==> config.mk <==
export PLATFORM = sky130hd
export DESIGN_NAME = noc_router3
export DESIGN_NICKNAME = d
export VERILOG_FILES = /design/src/rtl/noc_router3.sv
export SDC_FILE = /design/constraint.sdc
export NUM_CORES = 2
export LEC_CHECK = 0
export ABC_AREA = 1
export BUFFER_PORTS_ARGS = -buffer_cell sky130_fd_sc_hd__buf_2
export CAP_MARGIN = 10
export CORE_MARGIN = 10
export CORE_UTILIZATION = 40
export CTS_BUF_LIST = sky130_fd_sc_hd__clkbuf_4
export CTS_CLUSTER_SIZE = 30
export DETAILED_ROUTE_END_ITERATION = 6
export PLACE_DENSITY = 0.63
export SLEW_MARGIN = 40
export SYNTH_ARGS = -nofsm -noshare
export SYNTH_HDL_FRONTEND = slang
export SYNTH_SLANG_ARGS = --single-unit
export TNS_END_PERCENT = 100
==> constraint.sdc <==
create_clock -name clk -period 5.5 [get_ports clk]
set_clock_uncertainty 0.2 [all_clocks]
set_input_delay 1.1 -clock clk [delete_from_list [all_inputs] [get_ports clk]]
set_output_delay 1.1 -clock clk [all_outputs]
set_load 0.005 [all_outputs]
==> src/rtl/noc_router3.sv <==
`default_nettype none
// ============================================================================
// Module   : noc_router3
// Brief    : 3-port (East/West/Local) 1-D NoC router with per-input FIFOs,
//            destination routing and round-robin arbitrated registered outputs.
// Revision : 1.0 - initial release
// ============================================================================
module noc_router3 #(
  parameter int         DATA_WIDTH = 16,
  parameter int         FIFO_DEPTH = 32,
  parameter logic [1:0] LOCAL_ID   = 2'b00
) (
  input  logic                  clk,
  input  logic                  reset,
  input  logic                  writeE,
  input  logic                  writeW,
  input  logic                  writeL,
  input  logic                  readFullE,
  input  logic                  readFullW,
  input  logic                  readFullL,
  input  logic                  read_almostfullE,
  input  logic                  read_almostfullW,
  input  logic                  read_almostfullL,
  input  logic [DATA_WIDTH-1:0] dataInE,
  input  logic [DATA_WIDTH-1:0] dataInW,
  input  logic [DATA_WIDTH-1:0] dataInL,
  output logic [DATA_WIDTH-1:0] dataOutE,
  output logic [DATA_WIDTH-1:0] dataOutW,
  output logic [DATA_WIDTH-1:0] dataOutL,
  output logic                  writeOutE,
  output logic                  writeOutW,
  output logic                  writeOutL,
  output logic                  fullE,
  output logic                  fullW,
  output logic                  fullL,
  output logic                  almost_fullE,
  output logic                  almost_fullW,
  output logic                  almost_fullL
);

  localparam int         c_AW     = $clog2(FIFO_DEPTH);
  localparam logic [c_AW:0] c_DEPTH  = (c_AW+1)'(FIFO_DEPTH);
  localparam logic [c_AW:0] c_AFULL  = (c_AW+1)'(FIFO_DEPTH - 1);
  localparam logic [1:0] c_E      = 2'd0;
  localparam logic [1:0] c_W      = 2'd1;
  localparam logic [1:0] c_L      = 2'd2;

  logic [2:0]            w_write;
  logic [2:0]            w_full_dn;
  logic [2:0]            w_afull_dn;
  logic [DATA_WIDTH-1:0] w_din   [3];
  logic [DATA_WIDTH-1:0] w_head  [3];
  logic [1:0]            w_route [3];
  logic [2:0]            w_req   [3];
  logic [1:0]            w_sel   [3];
  logic [DATA_WIDTH-1:0] w_dout  [3];
  logic [2:0]            w_empty;
  logic [2:0]            w_full;
  logic [2:0]            w_afull;
  logic [2:0]            w_valid_head;
  logic [2:0]            w_discard;
  logic [2:0]            w_pop;
  logic [2:0]            w_fire;
  logic [2:0]            w_wout;

  assign w_write    = {writeL, writeW, writeE};
  assign w_full_dn  = {readFullL, readFullW, readFullE};
  assign w_afull_dn = {read_almostfullL, read_almostfullW, read_almostfullE};
  assign w_din[0]   = dataInE;
  assign w_din[1]   = dataInW;
  assign w_din[2]   = dataInL;

  // Input FIFOs: index 0=East, 1=West, 2=Local
  for (genvar gi = 0; gi < 3; gi++) begin : g_fifo
    logic [DATA_WIDTH-1:0] r_mem [FIFO_DEPTH];
    logic [c_AW-1:0]       r_wr_ptr;
    logic [c_AW-1:0]       r_rd_ptr;
    logic [c_AW:0]         r_count;
    logic                  w_push;
    logic [1:0]            w_dest;

    assign w_full[gi]       = (r_count == c_DEPTH);
    assign w_afull[gi]      = (r_count >= c_AFULL);
    assign w_empty[gi]      = (r_count == '0);
    assign w_push           = w_write[gi] & ~w_full[gi];
    assign w_head[gi]       = r_mem[r_rd_ptr];
    assign w_dest           = w_head[gi][2:1];
    assign w_valid_head[gi] = ~w_empty[gi] & w_head[gi][0];
    // Invalid heads are dropped without competing for an output
    assign w_discard[gi]    = ~w_empty[gi] & ~w_head[gi][0];
    assign w_route[gi]      = (w_dest == LOCAL_ID) ? c_L :
                              ((w_dest > LOCAL_ID) ? c_E : c_W);
    assign w_pop[gi]        = w_discard[gi]
                            | (w_fire[0] & (w_sel[0] == 2'(gi)))
                            | (w_fire[1] & (w_sel[1] == 2'(gi)))
                            | (w_fire[2] & (w_sel[2] == 2'(gi)));

    always_ff @(posedge clk) begin
      if (w_push) r_mem[r_wr_ptr] <= w_din[gi];
    end

    always_ff @(posedge clk or negedge reset) begin
      if (!reset) begin
        r_wr_ptr <= '0;
        r_rd_ptr <= '0;
        r_count  <= '0;
      end else begin
        if (w_push)     r_wr_ptr <= r_wr_ptr + 1'b1;
        if (w_pop[gi])  r_rd_ptr <= r_rd_ptr + 1'b1;
        case ({w_push, w_pop[gi]})
          2'b10:   r_count <= r_count + 1'b1;
          2'b01:   r_count <= r_count - 1'b1;
          default: r_count <= r_count;
        endcase
      end
    end
  end

  // Output ports: arbitration and registered flit/strobe per output
  for (genvar go = 0; go < 3; go++) begin : g_out
    logic [DATA_WIDTH-1:0] r_dout;
    logic                  r_wout;
    logic [1:0]            r_rr;
    logic [1:0]            w_c0;
    logic [1:0]            w_c1;
    logic                  w_gnt;
    logic [1:0]            w_pick;
    logic                  w_ready;

    for (genvar gi = 0; gi < 3; gi++) begin : g_req
      assign w_req[go][gi] = w_valid_head[gi] & (w_route[gi] == 2'(go));
    end

    // Search order starts just after the last winner
    assign w_c0 = (r_rr == c_L) ? c_E : r_rr + 2'd1;
    assign w_c1 = (w_c0 == c_L) ? c_E : w_c0 + 2'd1;

    always_comb begin
      w_gnt  = 1'b0;
      w_pick = r_rr;
      if (w_req[go][w_c0]) begin
        w_gnt  = 1'b1;
        w_pick = w_c0;
      end else if (w_req[go][w_c1]) begin
        w_gnt  = 1'b1;
        w_pick = w_c1;
      end else if (w_req[go][r_rr]) begin
        w_gnt  = 1'b1;
        w_pick = r_rr;
      end
    end

    assign w_ready    = ~((r_wout & w_afull_dn[go]) | (~r_wout & w_full_dn[go]));
    assign w_fire[go] = w_gnt & w_ready;
    assign w_sel[go]  = w_pick;
    assign w_dout[go] = r_dout;
    assign w_wout[go] = r_wout;

    always_ff @(posedge clk or negedge reset) begin
      if (!reset) begin
        r_dout <= '0;
        r_wout <= 1'b0;
        r_rr   <= c_L;
      end else if (w_fire[go]) begin
        r_dout <= w_head[w_pick];
        r_wout <= 1'b1;
        r_rr   <= w_pick;
      end else begin
        r_wout <= 1'b0;
      end
    end
  end

  assign dataOutE     = w_dout[0];
  assign dataOutW     = w_dout[1];
  assign dataOutL     = w_dout[2];
  assign writeOutE    = w_wout[0];
  assign writeOutW    = w_wout[1];
  assign writeOutL    = w_wout[2];
  assign fullE        = w_full[0];
  assign fullW        = w_full[1];
  assign fullL        = w_full[2];
  assign almost_fullE = w_afull[0];
  assign almost_fullW = w_afull[1];
  assign almost_fullL = w_afull[2];

endmodule
`default_nettype wire

**Yosys cells after proc, flatten, opt, wreduce, memory -nomap -nowiden**

Memories as Yosys holds them, arrays and structs flattened.
Cells that the tools add are included.

- Magnitude comparators: 18
- Add/subtract/negate cells: 18
- Multiplexer cells: 66
- Reduce and logical (&&, ||, !) cells: 15
- Bitwise operators: 66
- Equality and inequality tests: 27

Operators with widths:

| kind | count |
|---|---|
| $bmux W16 S2 | 3 |
| $mux W16 | 6 |
| $and A1 B1 Y1 | 36 |
| $pmux W6 S2 | 3 |
| $add A5 B1 Y5 const B | 6 |
| $eq A2 B2 Y1 const B | 15 |
| $mux W1 | 30 |
| $mux W2 | 15 |
| $lt A2 B3 Y1 const B | 9 |
| $add A6 B1 Y6 const B | 3 |
| $bmux W1 S2 | 9 |
| $eq A2 B1 Y1 const B | 9 |
| $eq A6 B6 Y1 const B | 3 |
| $ge A6 B5 Y1 const B | 3 |
| $logic_not A2 Y1 | 9 |
| $logic_not A6 Y1 | 3 |
| $sub A6 B1 Y6 const B | 3 |
| $not A1 Y1 | 15 |
| $add A2 B1 Y2 const B | 6 |
| $or A1 B1 Y1 | 12 |
| $ge A3 B3 Y1 const B | 3 |
| $not A2 Y3 | 3 |
| $gt A2 B1 Y1 const B | 3 |
| $reduce_bool A2 Y1 | 3 |

- RAM bits: 1,536
- Memories: 3
- Register bits: 105

Memories:

| memory | words | bits a word | read ports | clocked after Yosys merged registers in | wr ports | line | RTL |
|---|---|---|---|---|---|---|---|
| g_fifo[0].r_mem | 32 | 16 | 1 | 0 | 1 | 75 | `logic [DATA_WIDTH-1:0] r_mem [FIFO_DEPTH];` |
| g_fifo[1].r_mem | 32 | 16 | 1 | 0 | 1 | 75 |  |
| g_fifo[2].r_mem | 32 | 16 | 1 | 0 | 1 | 75 |  |

**Longest topological paths before layout**

An unclocked memory read counts as a cell.

- Depth after elaboration: 18
- Mapped depth: 33
- Gate-level depth less buffers: 30

**Worst setup path after synthesis**

No wires, ideal clock.

- Kind: register to register
- From: reg g_fifo[2].r_rd_ptr[0]
- To: reg g_fifo[1].r_count[5]
- Period minus slack after synthesis: 3.924 ns
- Setup slack: 1.576 ns
- Path buffers: 3
- Stages on the path, launching flop included: 32
- Arrival: 3.601 ns
- Path through: dfrtp_1 > buf_6 > inv_2 > buf_6 > buf_6 > nand2_1 > nand2_1 > nand2_1 > a21oi_1 > nor2_1 > nand2_1 > nand2_1 > nor2_2 > nand2_1 > nand2_1 > nand3_2 > nand2_1 > nand2_1 > nand2_4 > nor2_2 > nor2_4 > nand2_2 > ha_1 > ha_1 > a21oi_1 > inv_1 > a31oi_1 > nor2_1 > o21a_1 > o21ai_0 > nand3_1 > xor2_1

- Word-level cells in the longest chain between the ends: 18

RTL lines:

| what | line | RTL |
|---|---|---|
| start: declaration | 77 | `logic [c_AW-1:0] r_rd_ptr;` |
| start signal: assignment | 109 | `if (w_pop[gi]) r_rd_ptr <= r_rd_ptr + 1'b1;` |
| $mem_v2 Z32 W16 * | n/a |  |
| $gt A2 B1 Y1 | 92 | `((w_dest > LOCAL_ID) ? c_E : c_W);` |
| $mux W1 | 92 |  |
| $mux W2 | 91 | `assign w_route[gi] = (w_dest == LOCAL_ID) ? c_L :` |
| $logic_not A2 Y1 | 131 | `assign w_req[go][gi] = w_valid_head[gi] & (w_route[gi] == 2'(go));` |
| $and A1 B1 Y1 | 131 |  |
| $bmux W1 S2 | 147 | `end else if (w_req[go][r_rr]) begin` |
| $mux W1 (not written as such) | 147 |  |
| [... 2 more ...] | n/a |  |
| $mux W1 | 141 | `if (w_req[go][w_c0]) begin` |
| $and A1 B1 Y1 | 154 | `assign w_fire[go] = w_gnt & w_ready;` |
| $and A1 B1 Y1 | 94 | `\| (w_fire[0] & (w_sel[0] == 2'(gi)))` |
| $or A1 B1 Y1 | 94 |  |
| $or A1 B1 Y1 | 95 | `\| (w_fire[1] & (w_sel[1] == 2'(gi)))` |
| $or A1 B1 Y1 * | 96 | `\| (w_fire[2] & (w_sel[2] == 2'(gi)));` |
| $eq A2 B1 Y1 / $eq A2 B2 Y1 (equally long branches) | 110 | `case ({w_push, w_pop[gi]})` |
| $pmux W6 S2 / $reduce_bool A2 Y1 (equally long branches) | n/a |  |
| end signal: assignment | 111 | `2'b10: r_count <= r_count + 1'b1;` |
| end signal: assignment | 112 | `2'b01: r_count <= r_count - 1'b1;` |
| end signal: assignment | 113 | `default: r_count <= r_count;` |
| end: declaration | 78 | `logic [c_AW:0] r_count;` |

Every way passes the cells marked *; elsewhere a longest branch is shown, timed or not. The select of a mux whose other input is x is not followed.
A chain may end at the register's enable or synchronous reset.

**Worst setup path after layout**

- From: reg g_fifo[0].r_rd_ptr[1]
- To: reg g_fifo[2].r_count[5]

- Word-level cells in the longest chain between the ends: 18

RTL lines:

| what | line | RTL |
|---|---|---|
| start: declaration | 77 |  |
| start signal: assignment | 109 |  |
| $mem_v2 Z32 W16 * | n/a |  |
| $gt A2 B1 Y1 | 92 |  |
| $mux W1 | 92 |  |
| $mux W2 | 91 |  |
| $logic_not A2 Y1 | 131 |  |
| $and A1 B1 Y1 | 131 |  |
| $bmux W1 S2 | 147 |  |
| $mux W1 (not written as such) | 147 |  |
| [... 3 more ...] | n/a |  |
| $and A1 B1 Y1 | 154 |  |
| $and A1 B1 Y1 | 94 |  |
| $or A1 B1 Y1 | 94 |  |
| $or A1 B1 Y1 | 95 |  |
| $or A1 B1 Y1 * | 96 |  |
| via w_pop[2] | 62 | `logic [2:0] w_pop;` |
| $eq A2 B1 Y1 / $eq A2 B2 Y1 (equally long branches) | 110 |  |
| $pmux W6 S2 / $reduce_bool A2 Y1 (equally long branches) | n/a |  |
| end signal: assignment | 111 |  |
| end signal: assignment | 112 |  |
| end signal: assignment | 113 |  |
| end: declaration | 78 |  |

The timed path passes the listed nets; every way through them passes the cells marked *. The select of a mux whose other input is x is not followed.

==> impl_metrics.toml <==
[worst_setup_path]
r2r-end = "g_fifo[2].r_count[5]"
end_kind = "flop"
path_max_fanout = 89
setup.worst_path.start = "g_fifo[0].r_rd_ptr[1]"
reg2reg_slack_ns = 0.33
reg2reg_depth = 24
worstPathArrival_ns = 6.25
required_ns = 6.58
crit_type = "reg -> reg"
critPathLaunchType = "flop"
r2r-start = "g_fifo[0].r_rd_ptr[1]"
crit_path_end = "g_fifo[2].r_count[5]"

[logic_synthesis]
synth_area_sq_um = 65800
ys_ff_latch = 1622
synth_mux_area_share_pct = 0.0152
synth_fa_ha_area_share_pct = 0.661
syn_avg_cell_area_sq_um = 12.3
syn_inst = 5341
ys_types = 41
synth_top_family_by_area = "simple AND/OR/NAND/NOR gates"
synthXorXnorAreaFrac_pct = 0.333
synth-simple-area-share_pct = 12.4
yosys_warnings = 0
synth-compound-area-share_pct = 9.85
ys_seq_area_share_pct = 73.3

[route]
drc = 0
vias_per_cell = 5.40
drt_iter0_markers = 4179
vias = 44400
ant_nets = 0
wl_per_cell_um = 21.6
wl_mm = 178
drtPass1Iterations = 5

[cts]
clock-sinks = 1622
path_clk_slew_ns = 0.08
tritoncts = "built"
htree_levels = 5
cts_root_buf = "clkbuf_4"
clk_latency_ns = 1.41
post_cts_buffers = 0
cts_buffer_depth = 4
cts_inserted_buffers = 417

[global_routing]
grt_pass1_vias = 42800
antenna_found_initial = 6
gr-usage-all-layers_pct = 19.1
grt_pass1_wl_mm = 265
gr-total-overflow = 0
grt_max_degree = 122

[final_layout]
stdcell_area_sq_um = 74700
fin_nets = 5858
layout-drive-gt1-share_pct = 16.5
syn2layout_area_growth_pct = 13.4

[place]
gp_congestion = 0.847
hpwl_mm = 102
place_area_sq_um = 69300
portBuffers = 96

[flow_run]
maxCapViolCount = 0

[sta]
rsz0062_at_grt = "false"
worst_pin_slew_ns = 0.870
max_freq_mhz = 193
setup-tns-final_ns = 0
setup_viol = 0
max_slew_margin_pct = 41.4
period_share_pct = 94.0
maxSlewViolCount = 0
hold_viol = 0
period_minus_slack_ns = 5.17

[power]
power_leakage_uw = 0.0263
power_density_nw_per_um2 = 546
vdd_drop_max_mv = 0.441

[floorplan]
fp-row-count = 148
fp.dieW_um = 426
ios = 116
fp.dieArea_sq_um = 181000
die_y_um = 426
start_util_pct = 40.3
core_area_sq_um = 163000

[worst_hold_path]
hold_path.class = "in -> reg"

[outcome]
status = "finished, final reports clean"
## critical path: stages (launching register included)
cell and delay, ns:
dfrtp_4 0.54, buf_12 0.39, nand3_1 0.15, nand3_1 0.09
nand2_1 0.10, nor2_1 0.12, nand2_1 0.12, nand2_1 0.22
nand2_1 0.17, nand3_1 0.15, nand3_1 0.13, o21ai_1 0.25
inv_1 0.09, nand2_1 0.12, nand3_2 0.23, ha_1 0.37
ha_1 0.36, a21oi_1 0.19, inv_1 0.06, a31oi_1 0.24
nor2_1 0.10, o21a_1 0.19, o21ai_0 0.14, nand3_1 0.13
xor2_1 0.16
## cell type report
type	instances	area, sq um
Antenna cell	8	20.0
Clock buffer	626	4700
Clock inverter	74	295
Fill cell	14600	88500
Inverter	170	676
Multi-Input combinational cell	3221	15400
Sequential cell	1622	48300
Tap cell	2175	2720
Timing Repair Buffer	334	2540
## cell usage in the layout, fill, tap and decap left out, drive strengths merged, types with 22 or more instances in the layout
master and instances:
nand4 55, a21oi 41, dlygate4sd3 33, o221ai 122, ha 30, clkbuf 627, o22ai 196, nand2 786
buf 300, o211ai 34, edfxtp 1536, o21ai 728, clkinv 74, nor2 845, xor2 22, dfrtp 84
inv 169, nand3 323
## per-layer routing
metal	part of all wire (%)	vias to the layer above	wire length [um]	global-route usage (%)
met5	0	-	0	0
met4	4.4	0	7810	9.01
met3	7.7	366	13600	3.82
met2	47	1838	83900	30.4
met1	41	21800	72600	25.1
li1	-	20400	-	-
## cells by family after synthesis
kind of cell,Yosys count
buffers and inverters,514
other,1
flip-flops,1622
adder cells (fa/ha/maj),33
XOR/XNOR,25
AO/OA/AOI/OAI,1131
AND/OR/NAND/NOR,2014
multiplexers,1
## worst min path at each step
| stage | from | endpoint | slack (ns) | cells after the start |
|---|---|---|---|---|
| 6_report | writeE | g_fifo[0].r_wr_ptr[1] | 0.09 | 5 |
| 5_1_grt | writeE | g_fifo[0].r_wr_ptr[0] | 0.05 | 4 |
| 4_1_cts | dataInE[4] | g_fifo[0].r_mem[11][4] | 0.003 | 1 |
| 3_5_place_dp | dataOutE[0] | dataOutE[0] | 0.26 | 1 |
| 3_3_place_gp | dataOutL[0] | dataOutL[0] | 0.24 | 1 |
| 2_1_floorplan | dataOutL[0] | dataOutL[0] | 0.26 | 1 |
## state kept, by name, summed over array words and instances (netlist names)
name / flops
g_fifo.r_wr_ptr: 15
writeOutL: 1
writeOutE: 1
dataOutE: 16
g_fifo.r_mem: 1536
dataOutL: 16
g_fifo.r_rd_ptr: 15
g_out.r_rr: 4
g_fifo.r_count: 18
## Yosys cell counts, drive strengths merged
| library cell | n | area, sq um |
|---|---|---|
| a21boi | 2 | 26.3 |
| a21oi | 41 | 209 |
| a31oi | 5 | 31.3 |
| buf | 138 | 796 |
| clkbuf | 206 | 773 |
| clkinv | 3 | 11.3 |
| conb | 1 | 3.75 |
| dfrtp | 84 | 2100 |
| dfstp | 2 | 52.6 |
| edfxtp | 1536 | 46100 |
| fa | 3 | 60.1 |
| ha | 30 | 375 |
| inv | 167 | 627 |
| mux2i | 1 | 10.0 |
| nand2 | 786 | 2980 |
| nand3 | 323 | 1640 |
| nand4 | 55 | 344 |
| nor2 | 845 | 3200 |
| nor3 | 1 | 5.00 |
| o211ai | 34 | 255 |
| o21a | 2 | 15.0 |
| o21ai | 728 | 3640 |
| o21bai | 1 | 7.51 |
| o221ai | 122 | 1070 |
| o22ai | 196 | 1230 |
| or2 | 4 | 25.0 |
| xnor2 | 3 | 26.3 |
| xor2 | 22 | 193 |
## power breakdown
| group | switching, uW | leakage (uW) | internal [uW] | total [uW] |
|---|---|---|---|---|
| Combinational | 11300 | 0.00836 | 4490 | 15800 |
| Clock | 4730 | 0.00302 | 5130 | 9860 |
| Sequential | 511 | 0.0149 | 14600 | 15100 |
| Total | 16500 | 0.0263 | 24200 | 40700 |
## stage by stage
| step | util, % | power (uW) | hold slack (ns) | cells | setup WS [ns] |
|---|---|---|---|---|---|
| floorplan | - | 25200 | 0.258 | 5357 | 1.58 |
| global placement | 42.4 | 30700 | 0.243 | 7488 | 0.411 |
| detailed placement | 42.5 | 31000 | 0.256 | 7488 | 0.384 |
| CTS | 45.7 | 40900 | 0.00334 | 8221 | 0.320 |
| global route | 45.8 | 43300 | 0.0505 | 8228 | 0.00734 |
| finish | 45.8 | 40700 | 0.0910 | 8230 | 0.330 |
## timing repair
| item | in CTS | in global routing |
|---|---|---|
| endpoints found under the hold margin | 415 | 0 |
| endpoints found under the setup margin | 0 | 3 |
| gates resized for setup | 0 | 11 |
| hold buffers | 33 | 0 |
Note: power is estimated with default switching activity, not from simulation.
